--- config.mk ---
export PLATFORM = sky130hd
export DESIGN_NAME = mandel_dispatcher
export DESIGN_NICKNAME = d
export VERILOG_FILES = /design/src/rtl/mandel_dispatcher_pkg.sv /design/src/rtl/mandel_dispatcher_coord_stepper.sv /design/src/rtl/mandel_dispatcher.sv
export SDC_FILE = /design/constraint.sdc
export NUM_CORES = 1
export LEC_CHECK = 0
export CAP_MARGIN = 20
export CORE_MARGIN = 4
export CORE_UTILIZATION = 35
export CTS_BUF_LIST = sky130_fd_sc_hd__clkbuf_16
export DETAILED_ROUTE_END_ITERATION = 16
export PLACE_DENSITY = 0.58
export SYNTH_ARGS = -nofsm -noshare
export SYNTH_HDL_FRONTEND = slang
export SYNTH_SLANG_ARGS = --single-unit
--- constraint.sdc ---
create_clock -name clk -period 4.1 [get_ports clk]
set_input_delay 0.82 -clock clk [delete_from_list [all_inputs] [get_ports clk]]
set_output_delay 0.82 -clock clk [all_outputs]
set_load 0.05 [all_outputs]
--- src/rtl/mandel_dispatcher_pkg.sv ---
// Shared types and helpers for the Mandelbrot frame dispatcher.
// Fixed-point c values are signed 4.23 held in 27-bit two's complement.
package mandel_dispatcher_pkg;

  localparam int unsigned FixW    = 27;
  localparam int unsigned FixFrac = 23;

  typedef enum logic [2:0] {
    StIdle,
    StLoad,
    StWaitDone,
    StWrite,
    StAck,
    StFinish
  } state_e;

  // Points that hit the cap are painted black (0); 0 itself is reserved,
  // so an escape count whose low byte is 0 is nudged to 1.
  function automatic logic [7:0] colour_map(input logic [31:0] iterations,
                                            input logic [31:0] iter_max);
    if (iterations >= iter_max) begin
      return 8'h00;
    end else if (iterations[7:0] == 8'h00) begin
      return 8'h01;
    end else begin
      return iterations[7:0];
    end
  endfunction

endpackage

--- src/rtl/mandel_dispatcher_coord_stepper.sv ---
// Walks the pixel grid in raster order, tracking x/y, the complex c for the
// current pixel and the linear write address.
module coord_stepper
  import mandel_dispatcher_pkg::*;
#(
  parameter int unsigned H_PIXELS = 640,
  parameter int unsigned V_PIXELS = 480,
  parameter int unsigned ADDR_W   = 19
) (
  input  logic            clk,
  input  logic            rst,
  input  logic            init,
  input  logic            advance,
  input  logic [FixW-1:0] cr_start,
  input  logic [FixW-1:0] ci_start,
  input  logic [FixW-1:0] dr,
  input  logic [FixW-1:0] di,
  output logic [FixW-1:0] cr,
  output logic [FixW-1:0] ci,
  output logic [ADDR_W-1:0] wr_addr,
  output logic            last_pixel
);

  localparam int unsigned XW = (H_PIXELS > 1) ? $clog2(H_PIXELS) : 1;
  localparam int unsigned YW = (V_PIXELS > 1) ? $clog2(V_PIXELS) : 1;
  localparam logic [XW-1:0] XLast = XW'(H_PIXELS - 1);
  localparam logic [YW-1:0] YLast = YW'(V_PIXELS - 1);

  logic [XW-1:0]   x_q;
  logic [YW-1:0]   y_q;
  logic [FixW-1:0] cr_base_q;
  logic [FixW-1:0] dr_q;
  logic [FixW-1:0] di_q;

  assign last_pixel = (x_q == XLast) && (y_q == YLast);

  // Raster order means y*H+x simply increments by one per pixel, row wrap
  // included, so no multiplier is needed.
  always_ff @(posedge clk or negedge rst) begin
    if (!rst) begin
      x_q       <= '0;
      y_q       <= '0;
      cr        <= '0;
      ci        <= '0;
      cr_base_q <= '0;
      dr_q      <= '0;
      di_q      <= '0;
      wr_addr   <= '0;
    end else if (init) begin
      x_q       <= '0;
      y_q       <= '0;
      cr        <= cr_start;
      ci        <= ci_start;
      cr_base_q <= cr_start;
      dr_q      <= dr;
      di_q      <= di;
      wr_addr   <= '0;
    end else if (advance) begin
      wr_addr <= wr_addr + ADDR_W'(1);
      if (x_q == XLast) begin
        x_q <= '0;
        y_q <= y_q + YW'(1);
        cr  <= cr_base_q;
        ci  <= ci - di_q;
      end else begin
        x_q <= x_q + XW'(1);
        cr  <= cr + dr_q;
      end
    end
  end

endmodule

--- src/rtl/mandel_dispatcher.sv ---
// Frame dispatcher: hands one pixel at a time to a Mandelbrot iterator and
// writes the colour-mapped result to pixel memory.
module mandel_dispatcher
  import mandel_dispatcher_pkg::*;
#(
  parameter int unsigned H_PIXELS = 640,
  parameter int unsigned V_PIXELS = 480,
  parameter int unsigned ADDR_W   = 19
) (
  input  logic              clk,
  input  logic              rst,
  input  logic              start,
  input  logic [FixW-1:0]   cr_start,
  input  logic [FixW-1:0]   ci_start,
  input  logic [FixW-1:0]   dr,
  input  logic [FixW-1:0]   di,
  input  logic [31:0]       max_iterations,
  output logic [FixW-1:0]   cr_init,
  output logic [FixW-1:0]   ci_init,
  output logic [31:0]       iter_max,
  output logic              iter_go,
  input  logic              done,
  input  logic [31:0]       iterations,
  output logic              handshake,
  output logic              wr_en,
  output logic [ADDR_W-1:0] wr_addr,
  output logic [7:0]        wr_data,
  output logic              busy,
  output logic              frame_done
);

  state_e state_q;
  logic   init;
  logic   advance;
  logic   last_pixel;

  assign init    = (state_q == StIdle) && start;
  assign advance = (state_q == StAck);

  coord_stepper #(
    .H_PIXELS(H_PIXELS),
    .V_PIXELS(V_PIXELS),
    .ADDR_W  (ADDR_W)
  ) u_coord_stepper (
    .clk       (clk),
    .rst       (rst),
    .init      (init),
    .advance   (advance),
    .cr_start  (cr_start),
    .ci_start  (ci_start),
    .dr        (dr),
    .di        (di),
    .cr        (cr_init),
    .ci        (ci_init),
    .wr_addr   (wr_addr),
    .last_pixel(last_pixel)
  );

  // Pulse outputs are set on the transition into their state so they are
  // high for exactly the cycle the FSM spends there.
  always_ff @(posedge clk or negedge rst) begin
    if (!rst) begin
      state_q    <= StIdle;
      iter_max   <= '0;
      iter_go    <= 1'b0;
      handshake  <= 1'b0;
      wr_en      <= 1'b0;
      wr_data    <= '0;
      busy       <= 1'b0;
      frame_done <= 1'b0;
    end else begin
      unique case (state_q)
        StIdle: begin
          if (start) begin
            iter_max <= max_iterations;
            iter_go  <= 1'b1;
            busy     <= 1'b1;
            state_q  <= StLoad;
          end
        end
        StLoad: begin
          iter_go <= 1'b0;
          state_q <= StWaitDone;
        end
        StWaitDone: begin
          if (done) begin
            wr_data <= colour_map(iterations, iter_max);
            wr_en   <= 1'b1;
            state_q <= StWrite;
          end
        end
        StWrite: begin
          wr_en     <= 1'b0;
          handshake <= 1'b1;
          state_q   <= StAck;
        end
        StAck: begin
          handshake <= 1'b0;
          if (last_pixel) begin
            frame_done <= 1'b1;
            state_q    <= StFinish;
          end else begin
            iter_go <= 1'b1;
            state_q <= StLoad;
          end
        end
        StFinish: begin
          frame_done <= 1'b0;
          busy       <= 1'b0;
          state_q    <= StIdle;
        end
        default: state_q <= StIdle;
      endcase
    end
  end

endmodule

==> results.cfg <==
[synth]
yosys-top-cells-area = dfrtp_1 43%, nand2_1 9.9%, ha_1 8.4%
synth_edf_count = 0
synthFlopType = dfrtp_1
ys_seq_area_share_pct = 42.8
synth_largest_area_cell = dfrtp_1
syn_area_um2 = 12900
avgSynthCellArea_um2 = 8.54
synthAdderAreaFrac_pct = 8.73
syn_inst = 1514
synth_compound_area_share_pct = 20.0
synth-xor-area-share_pct = 3.32
synth_top_family_by_area = compound AO/OA/AOI/OAI gates
syn_nets = 1779
ys_seq_elements = 221
synth_top_cell_area_share_pct = 42.8
synth-simple-area-share_pct = 19.9
ys_warn_count = 0
yosys.cell_types.count = 73
synth_mux_area_share_pct = 0.706
async_reset_ff_share_pct = 100

[routing]
wl_per_cell_um = 17.3
vias = 11800
first_iter_violations = 724
routed_wl_um = 39200
drc_errors = 0
first_pass_iters = 5
ant_nets = 0
vias_per_cell = 5.20

[cells_and_area]
final_nets = 2050
stdcell_count = 2272
syn2layout_area_growth_pct = 32.6
drive_gt1_share_pct = 4.16
layout_commonest_cell = nand2_1
n_fill_cell = 3599
multi_input_area_um2 = 6840
final_cell_mix = 340 x nand2_1, 292 x clkdlybuf4s50_1, 221 x dfrtp_1
seqCellArea_um2 = 5530

[critical_path]
cp-end-kind = flip-flop
cp.arrival_ns = 3.57
worstSetupPathType = reg -> reg
cp-start-kind = flip-flop
critPathRequiredTime_ns = 4.56
cp_max_fo = 4

[global_route]
grt_pass1_wl_um = 64000
antenna_found_initial = 1
grt.overflow.total = 0
grt_start_max_net_pins = 107
grt_use_total_pct = 19.0
grt_pass1_vias = 11800

[clock_tree]
cts_tree = yes
postCtsHoldBufs = 0
cts_inserted_buffers = 27
insertion_delay_ns = 0.54
cts.reportedPaths.clkPinSlew_ns = 0.06
clock-root-buffer = clkbuf_16
post_cts_buffers = 0
cts_sinks = 221
cts_max_level = 1
cts_resized = 0
clock_path_buffers = 3

[placed_design]
dp.cells = 2224
portBuffers = 293
hpwl_um = 29100
preCtsSetupSlack_ns = 0.779
gp_congestion = 0.851

[die]
start_util_pct = 35.4
die_h_um = 200
placementRows = 70
dieArea_um2 = 40100
die_x_um = 200
core_area_um2 = 36500
ios = 294

[timing]
setup_viol = 0
fin_setup_tns_ns = 0
slew_viol_final = 0
hold_violations = 0
whs_ns = 0.262
clock-skew-final_ns = 0.0208
timing.final.ws_setup_ns = 0.990
fmax_mhz = 322
period_share_pct = 75.8
tightest_slew_ns = 0.911
fin_crit_ns = 3.11
relSlewSlack_pct = 39.0
rsz0062_at_grt = false

[outcome]
outcome = completed

[worst_hold_path]
hold_path.class = in -> async

[power]
finalPower_mw = 15.2
cellLeakagePower_nw = 7.70
peakVddDrop_mv = 0.467
power_density_nw_per_um2 = 888

[run]
cap_violations = 0
==> layer usage <==
layer | vias to the layer above | share of wire, % | track usage (%)
met2 | 272 | 48 | 32.9
met1 | 5631 | 45 | 25.3
met3 | 51 | 4.4 | 2.83
met5 | - | 0 | 0
met4 | 0 | 1.8 | 4.01
li1 | 5853 | - | -
==> metrics by stage <==
step / util (%) / area, um^2
global route: 47.0 / 17200
finish: 47.0 / 17200
floorplan: - / 12900
global placement: 44.8 / 16400
CTS: 47.0 / 17200
detailed placement: 44.8 / 16400
==> cell families (layout without fill, tap and decap cells) <==
logic type | after synthesis | after routing
AOI/OAI and AO/OA | 409 | 409
and+or+nand+nor | 591 | 591
buffers and inverters | 146 | 435
muxes | 9 | 9
xor gates and xnor gates | 49 | 49
DFF | 221 | 221
other | 0 | 1
adders and majority gates | 89 | 89
==> where the power goes <==
group	internal, mW	total [mW]	switching [mW]
Combinational	3.51	9.36	5.84
Clock	1.24	2.17	0.924
Sequential	3.07	3.70	0.631
Total	7.83	15.2	7.40
==> state kept, by name, summed over array words and instances (netlist names) <==
| signal | flops |
|---|---|
| busy | 1 |
| frame_done | 1 |
| handshake | 1 |
| iter_go | 1 |
| iter_max | 32 |
| state_q | 3 |
| u_coord_stepper.ci | 27 |
| u_coord_stepper.cr | 27 |
| u_coord_stepper.cr_base_q | 27 |
| u_coord_stepper.di_q | 27 |
| u_coord_stepper.dr_q | 27 |
| u_coord_stepper.wr_addr | 19 |
| u_coord_stepper.x_q | 10 |
| u_coord_stepper.y_q | 9 |
| wr_data | 8 |
| wr_en | 1 |
==> worst max-delay path, stage by stage, from the launching register on <==
cell and delay [ns]:
dfrtp_1 0.39, inv_1 0.06, ha_1 0.16, inv_1 0.05, fa_1 0.44, a211oi_2 0.29, nor3_1 0.13, o31a_1 0.36
a221o_2 0.41, o41ai_4 0.28, o21a_4 0.20, nor3_1 0.05, a211oi_2 0.22
==> synth_stat cells (all sizes together), types with 17 or more instances <==
master / n
nand4: 17
ha: 87
clkbuf: 57
nand3: 54
a31oi: 20
a21o: 35
o21ai: 150
a21oi: 77
xor2: 31
dfrtp: 221
nor3: 23
xnor2: 18
and3: 17
inv: 75
nand2: 341
or3: 17
o211ai: 20
nor2: 83
==> final timing paths <==
path,start,to,slack [ns],cells past startpoint
setup / recovery,u_coord_stepper.ci[0],u_coord_stepper.ci[24],0.99,12
hold reg to reg,u_coord_stepper.cr_base_q[17],u_coord_stepper.cr_base_q[17],0.47,2
hold / removal,rst,iter_max[23],0.26,1
min in group clk,u_coord_stepper.cr_base_q[17],u_coord_stepper.cr_base_q[17],0.47,2
setup reg to reg,u_coord_stepper.ci[0],u_coord_stepper.ci[24],0.99,12
max in group asynchronous,rst,u_coord_stepper.cr_base_q[16],2.94,2
==> area by class of cell <==
cell class	count	share of cell area, %
flip-flops and latches	221	32.2
clock buffers	27	3.94
diodes	1	0.0146
repair buffers	313	18.2
clock inverters	20	0.678
multi-input cells	1147	39.9
well taps	468	3.41
inverters	75	1.64
Note: power is estimated with default switching activity, not from simulation.
